$ cat config.mk
export PLATFORM = sky130hd
export DESIGN_NAME = axi_m0_port_slice
export DESIGN_NICKNAME = d
export VERILOG_FILES = /design/src/rtl/axi_m0_port_slice.sv
export SDC_FILE = /design/constraint.sdc
export NUM_CORES = 1
export LEC_CHECK = 0
export CAP_MARGIN = 10
export CORE_ASPECT_RATIO = 0.9
export CORE_MARGIN = 5
export CORE_UTILIZATION = 47
export CTS_BUF_LIST = sky130_fd_sc_hd__clkbuf_8
export CTS_CLUSTER_DIAMETER = 60
export CTS_CLUSTER_SIZE = 25
export DETAILED_ROUTE_END_ITERATION = 8
export PLACE_DENSITY_LB_ADDON = 0.1
export SYNTH_ARGS = -nofsm -noshare
export SYNTH_HDL_FRONTEND = slang
export SYNTH_SLANG_ARGS = --single-unit
export TNS_END_PERCENT = 10
$ cat constraint.sdc
create_clock -name ACLK -period 26 [get_ports ACLK]
set_clock_uncertainty 0.2 [all_clocks]
set_input_delay 5.2 -clock ACLK [delete_from_list [all_inputs] [get_ports ACLK]]
set_output_delay 5.2 -clock ACLK [all_outputs]
set_load 0.005 [all_outputs]
$ cat src/rtl/axi_m0_port_slice.sv
// Full-throughput AXI register slice for NoC master port M0: every channel is a 2-entry skid buffer
// with an input-side handshake-stability checker. Define AXI_USER_EN to append a 1-bit USER LSB.
module axi_m0_port_slice #(
    parameter int ID_W   = 4,
    parameter int ADDR_W = 32,
    parameter int DATA_W = 32,
    parameter int LEN_W  = 4,
`ifdef AXI_USER_EN
    localparam int USER_W = 1,
`else
    localparam int USER_W = 0,
`endif
    localparam int AW_W = ID_W + ADDR_W + LEN_W + 21 + USER_W,
    localparam int W_W  = DATA_W + DATA_W / 8 + 1 + USER_W,
    localparam int B_W  = ID_W + 2 + USER_W,
    localparam int R_W  = ID_W + DATA_W + 3 + USER_W
) (
    input  logic            ACLK,
    input  logic            ARESET,
    input  logic            s_aw_valid,
    output logic            s_aw_ready,
    input  logic [AW_W-1:0] s_aw_pld,
    output logic            m_aw_valid,
    input  logic            m_aw_ready,
    output logic [AW_W-1:0] m_aw_pld,
    input  logic            s_w_valid,
    output logic            s_w_ready,
    input  logic [W_W-1:0]  s_w_pld,
    output logic            m_w_valid,
    input  logic            m_w_ready,
    output logic [W_W-1:0]  m_w_pld,
    input  logic            s_ar_valid,
    output logic            s_ar_ready,
    input  logic [AW_W-1:0] s_ar_pld,
    output logic            m_ar_valid,
    input  logic            m_ar_ready,
    output logic [AW_W-1:0] m_ar_pld,
    input  logic            m_b_valid,
    output logic            m_b_ready,
    input  logic [B_W-1:0]  m_b_pld,
    output logic            s_b_valid,
    input  logic            s_b_ready,
    output logic [B_W-1:0]  s_b_pld,
    input  logic            m_r_valid,
    output logic            m_r_ready,
    input  logic [R_W-1:0]  m_r_pld,
    output logic            s_r_valid,
    input  logic            s_r_ready,
    output logic [R_W-1:0]  s_r_pld,
    output logic [4:0]      proto_err
);

    // Channel index doubles as the proto_err bit: {R,B,AR,W,AW}.
    for (genvar g = 0; g < 5; g++) begin : g_ch
        localparam int PLD_W = (g == 0 || g == 2) ? AW_W : (g == 1) ? W_W : (g == 3) ? B_W : R_W;

        logic             w_in_valid;
        logic             w_out_ready;
        logic [PLD_W-1:0] w_in_pld;
        logic             w_in_hs;
        logic             w_main_free;
        logic             r_main_valid;
        logic             r_skid_valid;
        logic             r_in_ready;
        logic             r_stall;
        logic             r_err;
        logic [PLD_W-1:0] r_main_pld;
        logic [PLD_W-1:0] r_skid_pld;
        logic [PLD_W-1:0] r_stall_pld;

        assign w_in_hs     = w_in_valid && r_in_ready;
        assign w_main_free = !r_main_valid || w_out_ready;

        // NOTE: payload registers are reset too, so nothing stale is ever visible on an output.
        always_ff @(posedge ACLK or posedge ARESET) begin
            if (ARESET) begin
                r_main_valid <= 1'b0;
                r_skid_valid <= 1'b0;
                r_in_ready   <= 1'b0;
                r_stall      <= 1'b0;
                r_err        <= 1'b0;
                r_main_pld   <= '0;
                r_skid_pld   <= '0;
                r_stall_pld  <= '0;
            end else begin
                if (w_main_free) begin
                    if (r_skid_valid) begin
                        r_main_valid <= 1'b1;
                        r_main_pld   <= r_skid_pld;
                        r_skid_valid <= 1'b0;
                    end else begin
                        r_main_valid <= w_in_hs;
                        if (w_in_hs) r_main_pld <= w_in_pld;
                    end
                end else if (w_in_hs) begin
                    r_skid_valid <= 1'b1;
                    r_skid_pld   <= w_in_pld;
                end
                // Ready is registered: high exactly when the skid slot will be empty.
                r_in_ready <= w_main_free || !(r_skid_valid || w_in_hs);

                r_stall     <= w_in_valid && !r_in_ready;
                r_stall_pld <= w_in_pld;
                if (r_stall && (!w_in_valid || w_in_pld != r_stall_pld)) r_err <= 1'b1;
            end
        end

        assign proto_err[g] = r_err;

        if (g == 0) begin : g_aw
            assign w_in_valid  = s_aw_valid;
            assign w_in_pld    = s_aw_pld;
            assign w_out_ready = m_aw_ready;
            assign s_aw_ready  = r_in_ready;
            assign m_aw_valid  = r_main_valid;
            assign m_aw_pld    = r_main_pld;
        end else if (g == 1) begin : g_w
            assign w_in_valid  = s_w_valid;
            assign w_in_pld    = s_w_pld;
            assign w_out_ready = m_w_ready;
            assign s_w_ready   = r_in_ready;
            assign m_w_valid   = r_main_valid;
            assign m_w_pld     = r_main_pld;
        end else if (g == 2) begin : g_ar
            assign w_in_valid  = s_ar_valid;
            assign w_in_pld    = s_ar_pld;
            assign w_out_ready = m_ar_ready;
            assign s_ar_ready  = r_in_ready;
            assign m_ar_valid  = r_main_valid;
            assign m_ar_pld    = r_main_pld;
        end else if (g == 3) begin : g_b
            assign w_in_valid  = m_b_valid;
            assign w_in_pld    = m_b_pld;
            assign w_out_ready = s_b_ready;
            assign m_b_ready   = r_in_ready;
            assign s_b_valid   = r_main_valid;
            assign s_b_pld     = r_main_pld;
        end else begin : g_r
            assign w_in_valid  = m_r_valid;
            assign w_in_pld    = m_r_pld;
            assign w_out_ready = s_r_ready;
            assign m_r_ready   = r_in_ready;
            assign s_r_valid   = r_main_valid;
            assign s_r_pld     = r_main_pld;
        end
    end

endmodule

==> impl_metrics.py, run 1 <==
metrics = {
    "outcome": {
        "status": "finished, final reports clean",
    },
    "worst_setup_path": {
        "worstSetupStartpointType": "primary input",
        "path_cells": "clkdlybuf4s50_1 > inv_8 > buf_12 > buf_4 > buf_4 > buf_4",
        "path_common_cell": "buf_4",
        "critical-path-max-stage-delay_ns": 0.80,
        "required_ns": 26.47,
        "crit_slowest_cell": "buf_4",
        "crit_buf_inv": 6,
        "critical_path_cell_count": 6,
        "crit_path_end_kind": "asynchronous set/reset pin",
        "crit_fanout": 175,
        "rr_worst_depth": 5,
        "cp.arrival_ns": 9.37,
        "cp_top_family": "buffers and inverters",
        "crit_type": "in2async",
    },
    "placement": {
        "placedCellCount": 2978,
        "globalplace.congestion": 0.826,
        "numPortBuffers": 434,
        "hpwl_mm": 43.7,
    },
    "power_and_ir_drop": {
        "ir_drop_uv": 46.3,
        "power_density_nw_per_um2": 78.7,
        "cellLeakagePower_nw": 12.7,
    },
    "logic_synthesis": {
        "yosys_warnings": 0,
        "yosysTopAreaCell": "dfrtp_1",
        "yosys-top-cells-area": "dfrtp_1, mux2_2, mux2i_1, a21oi_1, xnor2_1",
        "synth_top_area_frac": 0.637,
        "synth_seq_cells": 637,
        "synth_fp_nets": 2140,
        "synth-seq-area-share": 0.637,
        "synthCells": 1924,
        "ys_types": 35,
        "avgSynthCellArea_um2": 13.0,
        "syn_area_um2": 25000,
    },
    "clocking": {
        "cts_buffer_depth": 3,
        "post_cts_buffers": 0,
        "cts_buffers": 42,
        "insertion_delay_ns": 0.66,
        "clk_pin_slew_ns": 0.12,
        "root_buffer": "clkbuf_8",
        "cts_tree": "done",
        "cts_resized": 0,
        "clock_sinks": 637,
        "cts_htree_levels": 2,
        "cts_hold_buf": 0,
    },
    "drt": {
        "wl_per_cell_um": 20.4,
        "drtPass1Iterations": 5,
        "drt_iter0_drc": 810,
        "vias": 15800,
        "remaining_drc_errors": 0,
        "wirelength_mm": 62.4,
        "routed_via_density": 5.14,
        "antenna_left": 0,
    },
    "die": {
        "die_height_um": 229,
        "initial_core_util": 0.473,
        "rows": 80,
        "die_w_um": 253,
        "io_pins": 435,
        "dieArea_um2": 57900,
        "core_um2": 52900,
    },
    "final_layout": {
        "area_delta_synth_final_pct": 24.2,
        "layout.cells.non_filler": 3067,
        "drive_gt1_frac": 0.125,
        "nets": 2543,
        "fillCellCount": 4365,
    },
    "timing": {
        "slew_headroom": 0.189,
        "fin_crit_ns": 8.90,
        "setup_viol": 0,
        "worst_slew_pin_slew_ns": 1.21,
        "finalHoldViolCount": 0,
        "fin_tns_setup_ns": 0,
        "slew_viol_final": 0,
        "finalCritPeriodShare": 0.342,
        "rsz0062_at_grt": "no",
        "fmax_ghz": 0.112,
    },
    "global_routing": {
        "grt.total_usage": 0.213,
        "grt_pass1_vias": 16300,
        "antenna_found_initial": 12,
        "grt_pass1_wl_mm": 97.2,
        "gr-total-overflow": 0,
        "grt_max_degree": 176,
    },
    "job": {
        "cap_violations": 0,
    },
    "worst_hold_path": {
        "min_path_cells": 1,
        "hold_class": "reg2reg",
    },
}
## routing by layer
metal  vias to the layer above  track usage  wire length [um]
li1                       7427            -                 -
met1                      7910        0.311             28900
met2                       328        0.321             28200
met3                        89       0.0478              3500
met4                         6       0.0649              1750
met5                         -            0                34
## registers in the layout (all words and copies together) (netlist names)
signal	count
m_w_valid	1
g_ch.r_skid_valid	5
m_r_ready	1
m_aw_pld	61
s_w_ready	1
s_r_pld	39
g_ch.r_err	5
m_b_ready	1
m_w_pld	37
m_ar_valid	1
s_b_pld	6
s_aw_ready	1
g_ch.r_skid_pld	204
g_ch.r_stall	5
s_b_valid	1
m_ar_pld	61
g_ch.r_stall_pld	204
s_r_valid	1
s_ar_ready	1
m_aw_valid	1
## cell usage in the layout (no fill, tap or decap), types with 15 or more instances in the layout
cell type	n
clkbuf_8	45
clkdlybuf4s50_1	434
inv_1	41
buf_4	15
o21ai_0	20
a21oi_1	210
xor2_1	71
mux2_2	186
xnor2_1	99
nor4_1	22
nand2_1	23
nand4_1	33
nor2_1	212
dfrtp_1	633
mux2i_1	204
## cell families after synthesis
| family | count (synthesis) | share of synthesized area |
|---|---|---|
| flops | 637 | 0.637 |
| mux | 390 | 0.165 |
| simple gates | 328 | 0.0588 |
| compound gates | 266 | 0.0571 |
| xor+xnor | 170 | 0.0595 |
| buf+inv | 133 | 0.0220 |
## worst paths after layout
kind	start	end	slack, ns
setup / recovery	ARESET	g_ch[0].r_skid_pld[6]$_DFFE_PP0P_	17.10
hold / removal	g_ch[2].r_stall$_DFF_PP0_	g_ch[2].r_err$_DFFE_PP0P_	0.26
min in group asynchronous	ARESET	g_ch[1].r_skid_pld[7]$_DFFE_PP0P_	4.88
setup reg to reg	g_ch[2].r_skid_valid$_DFFE_PP0P_	m_ar_pld[6]$_DFFE_PP0P_	22.71
max in group ACLK	s_ar_pld[12]	g_ch[2].r_err$_DFFE_PP0P_	18.49
hold reg to reg	g_ch[2].r_stall$_DFF_PP0_	g_ch[2].r_err$_DFFE_PP0P_	0.26
## per-stage QoR
stage / hold WS [ns] / total power, mW / utilization / instance area, um2 / setup WS, ns
2_1_floorplan: 0.225 / 1.58 / - / 25000 / 2.76
3_3_place_gp: 0.236 / 1.90 / 0.568 / 30000 / 16.20
3_5_place_dp: 0.241 / 1.92 / 0.568 / 30000 / 16.11
4_1_cts: 0.267 / 2.48 / 0.587 / 31000 / 16.87
5_1_grt: 0.285 / 2.58 / 0.588 / 31100 / 16.35
6_report: 0.264 / 2.45 / 0.588 / 31100 / 17.10
## cell type report
class | count | area [um2] | share of cell area
sequential | 637 | 16000 | 0.513
multi-input combinational | 1154 | 8580 | 0.276
timing repair buffer | 452 | 4520 | 0.146
tap | 697 | 872 | 0.0281
clock buffer | 45 | 619 | 0.0199
clock inverter | 33 | 354 | 0.0114
inverter | 40 | 158 | 0.00507
antenna | 9 | 22.5 | 0.000725
## cells in the mapped netlist
cell	number
nand2b_1	10
o22ai_1	13
nand4_1	33
o32a_1	1
a21o_1	2
a221o_1	1
and4_1	1
xor2_1	71
o41ai_1	1
mux2_2	186
nor4b_1	1
buf_2	25
a221oi_1	5
a2111oi_0	2
dfrtp_1	637
buf_4	5
mux2i_1	204
clkbuf_1	49
o2111ai_1	1
inv_1	40
nor4_1	22
nor2_1	216
or4_1	1
nor2b_1	12
o21ai_0	20
a22oi_1	3
nand3_1	6
a21oi_1	210
nor4_2	3
a22o_1	3
buf_1	14
nand2_1	23
o2bb2ai_1	3
o211ai_1	1
xnor2_1	99
## power breakdown
| group | switching [mW] | internal, mW |
|---|---|---|
| clock network | 0.357 | 0.193 |
| registers | 0.116 | 1.19 |
| logic | 0.249 | 0.343 |
| total | 0.722 | 1.72 |
Power figures use the tool's default switching activity.
==> inputs of run 2 (changes only) <==
==> constraint.sdc (replaced) <==
create_clock -name ACLK -period 8 [get_ports ACLK]
set_clock_uncertainty 0.2 [all_clocks]
set_input_delay 1.6 -clock ACLK [delete_from_list [all_inputs] [get_ports ACLK]]
set_output_delay 1.6 -clock ACLK [all_outputs]
set_load 0.005 [all_outputs]
==> run 2 against run 1 <==
Compared with the run above:
- die area unchanged
- first-iteration DRC count up 9.4%
- non-clock buffer count down 2
- cell area up 0.17%
- worst hold slack worse by 0.0081 ns
- via count down 0.76%
- routed wire length down 1.0%
- largest cell class unchanged
- largest power group unchanged
- highest routed layer unchanged
==> impl_metrics.py, run 2 (same netlist as run 1, synthesis figures left out) <==
metrics = {
    "outcome": {
        "status": "finished, final reports clean",
    },
    "final_layout": {
        "final_common_cell": "dfrtp_1",
        "top_regs": "g_ch.r_skid_pld x204, g_ch.r_stall_pld x204",
        "fillCellCount": 4342,
        "mostFrequentLayoutCells": "dfrtp_1, clkdlybuf4s50_1, nor2_1, a21oi_1, mux2i_1",
        "multi_input_comb_area_um2": 8580,
        "drive_gt1_frac": 0.125,
        "register_area_um2": 16000,
        "nets": 2542,
        "area_delta_synth_final_pct": 24.4,
    },
    "clocking": {
        "cts_resized": 0,
        "cts_htree_levels": 2,
        "cts_buffer_depth": 3,
        "clk_pin_slew_ns": 0.14,
        "cts_hold_buf": 0,
        "cts_buffers": 43,
        "clock_sinks": 637,
        "cts_tree": "done",
        "insertion_delay_ns": 0.66,
        "post_cts_buffers": 0,
        "root_buffer": "clkbuf_8",
    },
    "timing": {
        "slew_headroom": 0.250,
        "finalCritPeriodShare": 0.491,
        "fmax_ghz": 0.255,
        "setup_viol": 0,
        "worst_slew_pin_slew_ns": 1.12,
        "fin_crit_ns": 3.93,
        "finalHoldViolCount": 0,
        "setup_ws_ns": 4.07,
        "rsz0062_at_grt": "no",
        "slew_viol_final": 0,
    },
    "worst_setup_path": {
        "r2r_slack_ns": 5.04,
        "timing.rr.end": "m_ar_pld[0]$_DFFE_PP0P_",
        "crit_type": "in2reg",
        "path_cells": "clkdlybuf4s50_1 > a21oi_1 > nor2_4 > buf_4 > nor2_1 > a21oi_1",
        "r2r-start": "g_ch[2].r_skid_valid$_DFFE_PP0P_",
        "critical-path-max-stage-delay_ns": 0.76,
        "crit_buf_inv": 2,
        "required_ns": 8.40,
        "path_common_cell": "a21oi_1",
        "worstSetupStartpointType": "primary input",
        "cp_top_family": "buffers and inverters",
        "crit_slowest_cell": "buf_4",
        "crit_fanout": 84,
        "rr_worst_depth": 5,
        "crit_path_end_kind": "register",
        "cp.arrival_ns": 4.32,
    },
    "placement": {
        "dp_slack_ns": 3.41,
        "globalplace.congestion": 0.809,
        "numPortBuffers": 434,
        "hpwl_mm": 43.2,
    },
    "drt": {
        "antenna_left": 0,
        "drt_iter0_drc": 886,
        "routed_via_density": 5.10,
        "drtPass1Iterations": 5,
        "wl_per_cell_um": 20.2,
        "vias": 15600,
        "remaining_drc_errors": 0,
        "wirelength_mm": 61.8,
    },
    "power_and_ir_drop": {
        "ir_drop_uv": 172,
        "p_total_mw": 8.03,
        "cellLeakagePower_nw": 12.7,
        "power_density_nw_per_um2": 258,
    },
    "global_routing": {
        "grt_pass1_wl_mm": 95.5,
        "gr-total-overflow": 0,
        "grt.total_usage": 0.210,
        "grt_pass1_vias": 15900,
        "antenna_found_initial": 12,
        "grt_max_degree": 181,
    },
    "die": {
        "core_um2": 52900,
        "io_pins": 435,
        "rows": 80,
        "die_w_um": 253,
        "dieArea_um2": 57900,
        "die_height_um": 229,
        "initial_core_util": 0.473,
    },
    "worst_hold_path": {
        "whs_endpoint": "g_ch[2].r_err$_DFFE_PP0P_",
        "min_path_cells": 1,
        "hold_start": "g_ch[2].r_stall$_DFF_PP0_",
        "hold_class": "reg2reg",
    },
    "job": {
        "cap_violations": 0,
    },
}
## run 2: worst max-delay path by stage
stage,startpoint,to,depth (start not counted)
floorplan,ARESET,g_ch[0].r_err$_DFFE_PP0P_,1
global placement,s_ar_valid,m_ar_pld[11]$_DFFE_PP0P_,5
detailed placement,s_ar_valid,m_ar_pld[0]$_DFFE_PP0P_,6
CTS,s_ar_valid,m_ar_pld[0]$_DFFE_PP0P_,6
global route,s_ar_valid,m_ar_pld[0]$_DFFE_PP0P_,6
finish,s_ar_valid,m_ar_pld[0]$_DFFE_PP0P_,6
## run 2: where the power goes
part | switching (mW) | total [mW] | internal (mW)
clock network | 1.20 | 1.88 | 0.686
registers | 0.358 | 4.22 | 3.86
logic | 0.820 | 1.93 | 1.11
total | 2.38 | 8.03 | 5.66
## run 2: area by class of cell
| class | instances | area share |
|---|---|---|
| sequential | 637 | 0.512 |
| multi-input combinational | 1154 | 0.276 |
| timing repair buffer | 450 | 0.145 |
| tap | 697 | 0.0280 |
| clock buffer | 46 | 0.0203 |
| clock inverter | 34 | 0.0136 |
| inverter | 40 | 0.00494 |
| antenna | 7 | 0.000563 |
## run 2: stage by stage
step	util	instances	setup TNS, ns	instance area, um2	hold slack (ns)
2_1_floorplan	-	1924	-1592.99	25000	0.225
3_3_place_gp	0.569	2978	0	30100	0.234
3_5_place_dp	0.569	2978	0	30100	0.237
4_1_cts	0.589	3058	0	31100	0.260
5_1_grt	0.589	3064	0	31100	0.281
6_report	0.589	3065	0	31100	0.256
## run 2: metal layers
metal	part of all wire	global-route usage	up-vias	routed length, um
met5	0.00076	0	-	47
met4	0.021	0.0538	8	1310
met3	0.050	0.0443	74	3110
met2	0.46	0.322	291	28700
met1	0.46	0.308	7848	28700
li1	-	-	7420	-
==> inputs of run 3 (changes only) <==
==> constraint.sdc (replaced) <==
create_clock -name ACLK -period 3.7 [get_ports ACLK]
set_clock_uncertainty 0.2 [all_clocks]
set_input_delay 0.74 -clock ACLK [delete_from_list [all_inputs] [get_ports ACLK]]
set_output_delay 0.74 -clock ACLK [all_outputs]
set_load 0.005 [all_outputs]
==> run 3 against run 2 <==
Compared with the run above:
- combinational power increased by 120%
- utilization grew 0.72 points
- via count is 1.9% higher
- sequential share of layout area decreased by 0.62 points
- die area did not move
- critical path type is now reg2out
- worst hold slack gained 0.0096 ns
- global-route usage increased by 0.56 points
- clock power is 110% higher
- critical path depth shrank 5
- critical endpoint is now s_ar_ready
- highest routed layer unchanged
- power increased by 120%
==> impl_metrics.py, run 3 (same netlist as run 1, synthesis figures left out) <==
metrics = {
    "outcome": {
        "status": "finished, final reports clean",
    },
    "worst_setup_path": {
        "cp_top_family": "buffers and inverters",
        "crit_fanout": 4,
        "timing.rr.end": "g_ch[2].r_err$_DFFE_PP0P_",
        "crit_buf_inv": 1,
        "r2r_slack_ns": 1.38,
        "r2r-start": "g_ch[2].r_stall_pld[37]$_DFF_PP0_",
        "crit_type": "reg2out",
        "cp.arrival_ns": 1.73,
        "required_ns": 2.76,
        "rr_worst_depth": 5,
        "path_cells": "clkdlybuf4s50_1",
        "critical-path-max-stage-delay_ns": 0.63,
        "crit_path_end_kind": "output pin",
        "crit_slowest_cell": "clkdlybuf4s50_1",
        "worstSetupStartpointType": "register",
    },
    "placement": {
        "globalplace.congestion": 0.823,
        "hpwl_mm": 45.5,
        "numPortBuffers": 434,
    },
    "die": {
        "io_pins": 435,
        "initial_core_util": 0.473,
        "die_w_um": 253,
        "rows": 80,
        "die_height_um": 229,
        "dieArea_um2": 57900,
        "core_um2": 52900,
    },
    "clocking": {
        "root_buffer": "clkbuf_8",
        "clk_pin_slew_ns": 0.13,
        "clock_sinks": 637,
        "cts_buffers": 43,
        "cts_tree": "done",
        "cts_htree_levels": 2,
        "post_cts_buffers": 0,
        "cts_hold_buf": 0,
        "cts_buffer_depth": 3,
        "cts_resized": 0,
        "insertion_delay_ns": 0.66,
    },
    "final_layout": {
        "top_regs": "g_ch.r_skid_pld x204, g_ch.r_stall_pld x204",
        "final_common_cell": "dfrtp_1",
        "area_delta_synth_final_pct": 26.0,
        "multi_input_comb_area_um2": 8580,
        "nets": 2569,
        "fillCellCount": 4270,
        "drive_gt1_frac": 0.135,
        "mostFrequentLayoutCells": "dfrtp_1, clkdlybuf4s50_1, nor2_1, a21oi_1, mux2i_1",
        "final_core_utilization": 0.596,
        "register_area_um2": 16000,
    },
    "timing": {
        "finalHoldViolCount": 0,
        "slew_viol_final": 0,
        "fin_tns_setup_ns": 0,
        "worst_slew_pin_slew_ns": 0.749,
        "finalCritPeriodShare": 0.723,
        "rsz0062_at_grt": "no",
        "setup_viol": 0,
        "slew_headroom": 0.499,
        "fin_crit_ns": 2.67,
        "fmax_ghz": 0.374,
    },
    "power_and_ir_drop": {
        "p_int_mw": 12.2,
        "combPwrFrac": 0.244,
        "seqPwrFrac": 0.524,
        "clkPwrFrac": 0.232,
        "p_sw_frac": 0.298,
        "ir_drop_uv": 359,
        "power.switching_mw": 5.20,
        "power_density_nw_per_um2": 553,
        "cellLeakagePower_nw": 12.9,
        "p_total_mw": 17.4,
    },
    "global_routing": {
        "gr-total-overflow": 0,
        "grt_pass1_vias": 16500,
        "antenna_found_initial": 14,
        "grt_max_degree": 94,
        "grt.total_usage": 0.216,
        "grt_pass1_wl_mm": 98.3,
    },
    "drt": {
        "wl_per_cell_um": 20.4,
        "antenna_left": 0,
        "vias": 15900,
        "drt_iter0_drc": 710,
        "drtPass1Iterations": 5,
        "routed_via_density": 5.16,
        "wirelength_mm": 63.0,
        "remaining_drc_errors": 0,
    },
    "worst_hold_path": {
        "min_path_cells": 1,
        "hold_class": "reg2reg",
        "whs_endpoint": "g_ch[4].r_err$_DFFE_PP0P_",
        "hold_start": "g_ch[4].r_stall$_DFF_PP0_",
    },
    "job": {
        "cap_violations": 0,
    },
}
## run 3: how the worst max path moves through the flow
stage	startpoint	end	slack, ns	cells past startpoint
6_report	s_ar_ready$_DFF_PP0_	s_ar_ready	1.03	1
5_1_grt	s_ar_ready$_DFF_PP0_	s_ar_ready	0.97	1
4_1_cts	s_ar_ready$_DFF_PP0_	s_ar_ready	0.96	1
3_5_place_dp	s_ar_pld[37]	g_ch[2].r_err$_DFFE_PP0P_	0.51	6
3_3_place_gp	s_ar_pld[37]	g_ch[2].r_err$_DFFE_PP0P_	0.48	6
2_1_floorplan	ARESET	g_ch[0].r_err$_DFFE_PP0P_	-5.94	1
## run 3: per-stage QoR
stage	hold slack [ns]	instance area, um2	std cells	setup WS [ns]
global placement	0.232	30500	3005	0.485
CTS	0.268	31500	3084	0.956
finish	0.265	31500	3092	1.03
detailed placement	0.244	30500	3005	0.508
global route	0.301	31500	3091	0.967
floorplan	0.225	25000	1924	-5.94
## run 3: area by class of cell
type | instances | area share
sequential | 637 | 0.506
antenna | 8 | 0.000635
multi-input combinational | 1154 | 0.272
tap | 697 | 0.0277
clock buffer | 46 | 0.0201
clock inverter | 33 | 0.0127
timing repair buffer | 477 | 0.156
inverter | 40 | 0.00488
## run 3: power groups by stage
stage | Combinational [mW] | Sequential [mW] | Clock [mW]
2_1_floorplan | 1.97 | 9.15 | 0
3_3_place_gp | 4.22 | 9.22 | 0
3_5_place_dp | 4.32 | 9.28 | 0
4_1_cts | 4.34 | 9.15 | 4.21
5_1_grt | 4.64 | 9.32 | 4.46
6_report | 4.26 | 9.13 | 4.04
## run 3: metal layers
layer  wire length, um  global-route usage  part of all wire
met1             29100               0.318              0.46
met2             28900               0.326              0.46
met3              3310              0.0435             0.052
met4              1700              0.0661             0.027
met5                71                   0            0.0011
